**src/rtl/pc_fetch_pkg.sv**
```systemverilog
// Shared types and constants for the program-counter fetch unit.
package pc_fetch_pkg;

  typedef enum logic [1:0] {
    FETCH   = 2'd0,
    ISSUE   = 2'd1,
    RESOLVE = 2'd2,
    HALT    = 2'd3
  } state_e;

  localparam int          PC_STEP          = 4;
  localparam int          INSTR_W          = 32;
  localparam logic [31:0] DEFAULT_RESET_PC = 32'h0000_0000;

endpackage

```
**src/rtl/pc_fetch_unit_next_pc_gen.sv**
```systemverilog
// Next-PC selection (sequential step or branch target) and misaligned-target detect.
// Misalign detection exists only when MISALIGN_CHECK_EN is defined.
module next_pc_gen
  import pc_fetch_pkg::*;
#(
  parameter int XLEN = 32
) (
  input  logic [XLEN-1:0] pc_i,
  input  logic            pc_sel_i,
  input  logic [XLEN-1:0] branch_target_i,
  output logic [XLEN-1:0] next_pc_o,
  output logic            misalign_o
);

  // The add wraps naturally at 2^XLEN.
  assign next_pc_o = pc_sel_i ? branch_target_i : pc_i + XLEN'(PC_STEP);

`ifdef MISALIGN_CHECK_EN
  assign misalign_o = pc_sel_i && (branch_target_i[1:0] != 2'b00);
`else
  assign misalign_o = 1'b0;
`endif

endmodule

```
**src/rtl/pc_fetch_unit.sv**
```systemverilog
// Sequential one-instruction-in-flight fetch unit: fetch, issue to decode, wait for resolve.
// With MISALIGN_CHECK_EN defined, a misaligned taken target halts the unit until reset.
module pc_fetch_unit
  import pc_fetch_pkg::*;
#(
  parameter int              XLEN     = 32,
  parameter logic [XLEN-1:0] RESET_PC = XLEN'(DEFAULT_RESET_PC)
) (
  input  logic               clk,
  input  logic               reset,
  output logic               imem_req,
  output logic [XLEN-1:0]    imem_addr,
  input  logic               imem_ready,
  input  logic [INSTR_W-1:0] imem_rdata,
  output logic               instr_valid,
  output logic [INSTR_W-1:0] instr,
  output logic [XLEN-1:0]    instr_pc,
  input  logic               instr_ack,
  input  logic               ex_valid,
  input  logic               pc_sel,
  input  logic [XLEN-1:0]    branch_target,
  output logic [31:0]        retire_count,
  output logic               misalign_err
);

  state_e             state_q, state_d;
  logic [XLEN-1:0]    pc_q, pc_d;
  logic               req_q, req_d;
  logic               valid_q, valid_d;
  logic [INSTR_W-1:0] instr_q, instr_d;
  logic [XLEN-1:0]    instr_pc_q, instr_pc_d;
  logic [31:0]        retire_q, retire_d;
  logic               err_q, err_d;

  logic [XLEN-1:0]    next_pc;
  logic               misalign;

  next_pc_gen #(.XLEN(XLEN)) u_next_pc (
    .pc_i            (pc_q),
    .pc_sel_i        (pc_sel),
    .branch_target_i (branch_target),
    .next_pc_o       (next_pc),
    .misalign_o      (misalign)
  );

  always_comb begin
    state_d    = state_q;
    pc_d       = pc_q;
    instr_d    = instr_q;
    instr_pc_d = instr_pc_q;
    retire_d   = retire_q;
    err_d      = err_q;
    case (state_q)
      FETCH: begin
        // Ready only completes a request actually on the bus (req low right after reset).
        if (req_q && imem_ready) begin
          instr_d    = imem_rdata;
          instr_pc_d = pc_q;
          state_d    = ISSUE;
        end
      end
      ISSUE: begin
        if (instr_ack) state_d = RESOLVE;
      end
      RESOLVE: begin
        if (ex_valid) begin
          retire_d = retire_q + 32'd1;
          if (misalign) begin
            err_d   = 1'b1;
            state_d = HALT;
          end else begin
            pc_d    = next_pc;
            state_d = FETCH;
          end
        end
      end
      HALT:    state_d = HALT;
      default: state_d = FETCH;
    endcase
    // Handshake outputs are registered copies of the state being entered.
    req_d   = (state_d == FETCH);
    valid_d = (state_d == ISSUE);
  end

  always_ff @(posedge clk or posedge reset) begin
    if (reset) begin
      state_q    <= FETCH;
      pc_q       <= RESET_PC;
      req_q      <= 1'b0;
      valid_q    <= 1'b0;
      instr_q    <= '0;
      instr_pc_q <= '0;
      retire_q   <= '0;
      err_q      <= 1'b0;
    end else begin
      state_q    <= state_d;
      pc_q       <= pc_d;
      req_q      <= req_d;
      valid_q    <= valid_d;
      instr_q    <= instr_d;
      instr_pc_q <= instr_pc_d;
      retire_q   <= retire_d;
      err_q      <= err_d;
    end
  end

  assign imem_req     = req_q;
  assign imem_addr    = pc_q;
  assign instr_valid  = valid_q;
  assign instr        = instr_q;
  assign instr_pc     = instr_pc_q;
  assign retire_count = retire_q;
  assign misalign_err = err_q;

endmodule

```
**config.mk**
```make
export PLATFORM = sky130hd
export DESIGN_NAME = pc_fetch_unit
export DESIGN_NICKNAME = d
export VERILOG_FILES = /design/src/rtl/pc_fetch_pkg.sv /design/src/rtl/pc_fetch_unit_next_pc_gen.sv /design/src/rtl/pc_fetch_unit.sv
export SDC_FILE = /design/constraint.sdc
export NUM_CORES = 1
export LEC_CHECK = 0
export CAP_MARGIN = 10
export CORE_AREA = 5 5 147 149
export DETAILED_ROUTE_END_ITERATION = 8
export DIE_AREA = 0 0 152 154
export SYNTH_ARGS = -nofsm -noshare
export SYNTH_HDL_FRONTEND = slang
export SYNTH_SLANG_ARGS = --single-unit
export TNS_END_PERCENT = 10
```
**constraint.sdc**
```tcl
create_clock -name clk -period 7.95 [get_ports clk]
set_input_delay 1.59 -clock clk [delete_from_list [all_inputs] [get_ports clk]]
set_output_delay 1.59 -clock clk [all_outputs]
set_load 0.05 [all_outputs]
```
==> results of run 1 <==
final cells by class:
class	count	area, sq um	share of cell area (%)
clock inverter	12	133	1.50
tap	270	338	3.83
sequential	132	3300	37.4
timing repair buffer	206	2060	23.4
inverter	14	57.6	0.652
clock buffer	20	447	5.06
multi-input combinational	352	2480	28.1
power groups by stage:
| stage | Sequential [W] | Clock, W | Combinational, W |
|---|---|---|---|
| floorplan | 0.00201 | 0 | 0.000449 |
| global placement | 0.00117 | 0 | 0.00198 |
| detailed placement | 0.00119 | 0 | 0.00200 |
| CTS | 0.00118 | 0.000796 | 0.00200 |
| global route | 0.00123 | 0.000826 | 0.00207 |
| finish | 0.00118 | 0.000771 | 0.00199 |
worst max-delay path, stage by stage:
cell             delay [ns]
clkdlybuf4s50_1        0.46
buf_4                  0.36
clkinv_1               0.99
and3_1                 0.57
a32oi_1                0.20
o22a_1                 0.16
stage by stage:
step	hold WS [ns]	setup slack, ns	util, %
2_1_floorplan	0.529	2.83	-
3_3_place_gp	0.469	3.60	41.0
3_5_place_dp	0.467	3.58	41.0
4_1_cts	0.478	4.00	43.9
5_1_grt	0.501	3.74	44.0
6_report	0.477	3.93	44.0
synth_stat cells (10+ instances only):
cell type  count
dfrtp_1      132
mux2_2        66
nand2_1       42
a21oi_1       34
nand3_1       30
nor2_1        23
o21ai_0       22
xnor2_1       22
clkbuf_1      21
nand4_1       15
inv_1         13
nor3_1        10
sequential cells by signal, indices dropped and copies added, names as in the netlist:
signal,cells
imem_addr,32
instr,32
instr_pc,32
retire_count,32
state_q,2
imem_req,1
instr_valid,1
cells by family (layout without fill, tap and decap cells):
group / count (synthesis) / in the layout / share of synthesized area (%)
other: 1 / 1 / 0.0631
buffers and inverters: 41 / 252 / 2.84
and+or+nand+nor: 161 / 161 / 14.4
AOI/OAI and AO/OA: 89 / 89 / 9.30
xor gates and xnor gates: 31 / 31 / 4.57
muxes: 68 / 68 / 12.8
DFF: 132 / 132 / 55.5
adders and majority gates: 2 / 2 / 0.421
path summary, 6_finish.rpt:
kind / start / cells after the start / to / slack, ns
setup / recovery: pc_sel / 6 / imem_addr[19] / 3.93
hold / removal: retire_count[31] / 1 / retire_count[31] / 0.48
setup reg to reg: state_q[0] / 6 / retire_count[30] / 5.53
hold reg to reg: retire_count[31] / 1 / retire_count[31] / 0.48
max in group asynchronous: reset / 4 / state_q[1] / 5.25
min in group asynchronous: reset / 2 / instr[6] / 1.57
cell usage in the layout, fill, tap and decap left out, drive strengths merged, types with 4 or more instances in the layout:
master / count
nor2: 23
nor3: 10
nand2: 42
o21ai: 23
o22a: 5
buf: 7
xor2: 9
xnor2: 22
nand3: 30
clkdlybuf4s50: 199
a21oi: 35
clkbuf: 20
mux2: 66
clkinv: 8
dfrtp: 132
o22ai: 4
and3: 10
inv: 13
and4: 7
a2bb2oi: 8
nor4: 6
nand4: 16
nor2b: 4
routing by layer:
metal | vias up | wire length, microns | part of all wire, % | track usage, %
met5 | - | 11 | 0.062 | 0
met4 | 2 | 317 | 1.8 | 4.75
met3 | 24 | 1110 | 6.3 | 5.12
met2 | 171 | 8930 | 50 | 25.2
met1 | 2444 | 7330 | 41 | 18.2
li1 | 2287 | - | - | -
==> reports/metrics.csv, run 1 <==
metric,value,unit
final RePlAce weighted congestion,0.784,
Num CTS Buffers,17,
logic gate share of total power,50.4,%
fin. max-slew vios,0,
"Clk Latency, worst-skew pair",0.41,ns
leading area contributor after synthesis,dfrtp_1,
Yosys reg bits,132,
Antenna diodes,0,
post-DP HPWL,12.6,mm
kind of critical path,input port to flop,
status,finished clean,
sequential area share after synthesis,55.5,%
Cells after Synth,525,
fraction of power spent switching nets,46.2,%
drt drc,0,
setup TNS,0,ns
DP Area,0.00822,sq mm
CTS Sinks,132,
CTS tree,done,
Int Pwr,0.00212,W
Clock power frac,19.6,%
Worst-path clk slew,0.06,ns
largest cells by area after synthesis,"dfrtp_1 (56%), mux2_2 (12%), xnor2_1 (3.2%)",
P&R area growth vs syn,48.3,%
Fillers,1922,
"Hold-fix buffers, CTS",0,
Worst Tran Pin Value,1.12,ns
# resized after CTS,0,
standard-cell row count,52,
WL/cell,17.6,microns
Most used DFF post-synth,dfrtp_1,
Core Area,0.0200,sq mm
Post-Syn Area,0.00595,sq mm
final hold violations,0,
max cap viols,0,
Switch Pwr,0.00182,W
power density over the cells,446,mW/mm^2
post-synthesis async set-or-reset flop share,100,%
design area,0.00882,sq mm
# Post-CTS Setup Buffers,0,
initial antenna violation count,1,
RSZ-0062 raised after global routing,no,
PortBufs,199,
Yosys cell types,53,
Mean Syn Cell Area,11.3,sq um
H-tree levels,4,
total congestion overflow,0,
Initial DRC Count,280,
DRT Wirelength,17.7,mm
placed instance count,973,
leakage,3.52,nW
I/O pins,201,
global-route wire length before repair,28.4,mm
vias in the first global route,5123,
CP Launch Type,input port,
Initial Util,29.7,%
Final nets,795,
Non-Filler Instances,1006,
"Max FO, Critical Path",43,
die width,152,microns
period utilization,50.6,%
Tot Pwr,0.00394,W
DR vias/cell,4.90,
Worst Setup End Kind,flop,
Clock Tree Root,clkbuf_16,
post-synth net total,597,
Yosys Warn Count,0,
drt pass-1 iters,4,
die area,0.0234,sq mm
share of cells above drive strength 1,16.2,%
Die Span Y,154,microns
Final ANT Viol Nets,0,
Max-Slew Margin vs Limit,25.1,%
"EDFF count, synth",0,
Clock Skew,0.00737,ns
Worst Hold Class,flop to flop,
peak supply drop,0.271,mV
Critical Path AT,4.37,ns
Sequential Power Share,30.0,%
min Tclk post-route,4.02,ns
post-synth top area share,55.5,%
Max Freq,249,MHz
routed vias,4928,
Total Routing Usage GR,15.0,%
pin count of the biggest net entering global routing,87,
Clock Tree Buf Depth,2,
Setup Viol. Count Final,0,
Worst Path Required,8.30,ns
Note: power is estimated with default switching activity, not from simulation.
==> run 2, diff against run 1 <==
==> constraint.sdc (replaced) <==
create_clock -name clk -period 3.71 [get_ports clk]
set_input_delay 0.742 -clock clk [delete_from_list [all_inputs] [get_ports clk]]
set_output_delay 0.742 -clock clk [all_outputs]
set_load 0.05 [all_outputs]
==> reports/metrics.csv, run 2 (synthesis results as in run 1) <==
metric,value,unit,change
area of the multi-input gates,0.00248,sq mm,unchanged
WL/cell,17.6,microns,about the same
Max Freq,386,MHz,
power density over the cells,959,mW/mm^2,was 446 mW/mm^2
Critical Path AT,1.85,ns,was 4.37 ns
Antenna diodes,0,,unchanged
Clock Tree Buf Depth,2,,unchanged
kind of critical path,flop to output port,,was input port to flop
CP bufs+invs,1,,was 3
H-tree levels,4,,unchanged
CP Cell Sequence,clkdlybuf4s50_1,,was clkdlybuf4s50_1 > buf_4 > clkinv_1 > and3_1 > a32oi_1 > o22a_1
grt met3 use,5.85,%,was 5.12%
die area,0.0234,sq mm,unchanged
Worst-path clk slew,0.06,ns,about the same
status,finished clean,,unchanged
Clock Tree Root,clkbuf_16,,unchanged
I/O pins,201,,unchanged
# Post-CTS Setup Buffers,0,,unchanged
total congestion overflow,0,,unchanged
Cells on Worst Hold Path,1,,unchanged
final hold violations,0,,unchanged
Reg2Reg Launch Point,imem_addr[10],,was state_q[0]
worst reg-to-reg setup slack,1.42,ns,was 5.53 ns
register area,0.00330,sq mm,unchanged
R2R cell count,5,,was 6
Final ANT Viol Nets,0,,unchanged
vias in the first global route,5112,,was 5123
"Hold-fix buffers, CTS",0,,unchanged
Worst Hold Class,flop to flop,,unchanged
standard-cell row count,52,,unchanged
Num CTS Buffers,17,,unchanged
Initial DRC Count,233,,was 280
worst hold endpoint,retire_count[31],,unchanged
Fillers,1925,,was 1922
CP Launch Type,flop,,was input port
final RePlAce weighted congestion,0.793,,was 0.784
Reg2Reg Capture Point,imem_addr[27],,was retire_count[30]
"Clk Latency, worst-skew pair",0.41,ns,about the same
Worst Tran Pin Value,0.781,ns,was 1.12 ns
setup TNS,0,ns,unchanged
Initial Util,29.7,%,unchanged
final core utilization,44.1,%,was 44.0%
hold_sp,retire_count[31],,unchanged
pin count of the biggest net entering global routing,133,,was 87
global-route wire length before repair,28.5,mm,was 28.4 mm
delay of the slowest cell on the worst path,0.88,ns,was 0.99 ns
cell family contributing the most delay on the critical path,buffers and inverters,,unchanged
most frequent cells in the layout,"clkdlybuf4s50_1 (199), dfrtp_1 (132), mux2_2 (66)",,unchanged
DR vias/cell,4.86,,was 4.90
post-DP HPWL,12.6,mm,about the same
die width,152,microns,unchanged
initial antenna violation count,1,,unchanged
Core Area,0.0200,sq mm,unchanged
crit path max-delay cell type,clkdlybuf4s50_1,,was clkinv_1
CTS tree,done,,unchanged
leakage,3.51,nW,was 3.52 nW
min Tclk post-route,2.59,ns,
share of cells above drive strength 1,16.3,%,was 16.2%
Clock Skew,0.00948,ns,was 0.00737 ns
"leading cell type in the layout, fill and taps excluded",clkdlybuf4s50_1,,unchanged
Worst Setup End Kind,output port,,was flop
max cap viols,0,,unchanged
routed vias,4894,,was 4928
PortBufs,199,,unchanged
met2 usage in global routing,25.4,%,was 25.2%
Setup Viol. Count Final,0,,unchanged
period utilization,69.8,%,
# resized after CTS,0,,unchanged
CTS Sinks,132,,unchanged
drt drc,0,,unchanged
Tot Pwr,0.00847,W,was 0.00394 W
peak supply drop,0.657,mV,was 0.271 mV
fin. max-slew vios,0,,unchanged
Die Span Y,154,microns,unchanged
Final nets,795,,unchanged
Worst Path Required,2.97,ns,was 8.30 ns
Max-Slew Margin vs Limit,47.6,%,was 25.1%
Total Routing Usage GR,15.1,%,was 15.0%
DRT Wirelength,17.7,mm,about the same
drt pass-1 iters,4,,unchanged
met1 usage,18.7,%,was 18.2%
RSZ-0062 raised after global routing,no,,unchanged
GRT Max-Usage Layer,met2,,unchanged
"Max FO, Critical Path",9,,was 43
P&R area growth vs syn,48.5,%,was 48.3%
-- run 2: cell count changes in the layout (fill, tap and decap cells not counted) --
cell | before | now
clkinv_2 | 3 | 1
buf_16 | 1 | 0
clkinv_4 | 4 | 2
clkinvlp_4 | 3 | 7
buf_12 | 0 | 1
clkbuf_8 | 1 | 3
clkbuf_1 | 2 | 1
inv_6 | 1 | 0
-- run 2: final cells by class --
type                    count  area share, %
clock buffers              21           5.33
clock inverters            11           1.44
inverters                  14          0.637
multi-input cells         352           28.1
flip-flops and latches    132           37.4
well taps                 270           3.82
repair buffers            206           23.3
-- run 2: metal layers --
metal	wire (microns)	vias up	share of wire [%]
met5	13	-	0.074
met4	170	2	0.96
met3	1160	18	6.6
met2	8890	150	50
met1	7430	2429	42
li1	-	2295	-
-- run 2: metrics by stage --
| stage | setup WS [ns] | hold slack (ns) | area (sq um) | std cells |
|---|---|---|---|---|
| global route | 1.03 | 0.510 | 8830 | 1006 |
| CTS | 1.10 | 0.485 | 8830 | 1006 |
| floorplan | 1.28 | 0.529 | 5950 | 525 |
| detailed placement | 0.950 | 0.472 | 8230 | 974 |
| finish | 1.12 | 0.474 | 8830 | 1006 |
| global placement | 1.02 | 0.471 | 8230 | 974 |
-- run 2: power breakdown --
group	total (W)	internal [W]	switching, W
registers	0.00253	0.00199	0.000537
clock network	0.00169	0.00104	0.000646
logic	0.00425	0.00154	0.00271
-- run 2: worst max path at each step --
stage | cells past startpoint | to | start
finish | 1 | imem_addr[10] | imem_addr[10]
global route | 1 | imem_addr[10] | imem_addr[10]
CTS | 1 | imem_addr[10] | imem_addr[10]
detailed placement | 6 | retire_count[26] | ex_valid
global placement | 6 | retire_count[26] | ex_valid
floorplan | 6 | imem_addr[28] | imem_addr[11]
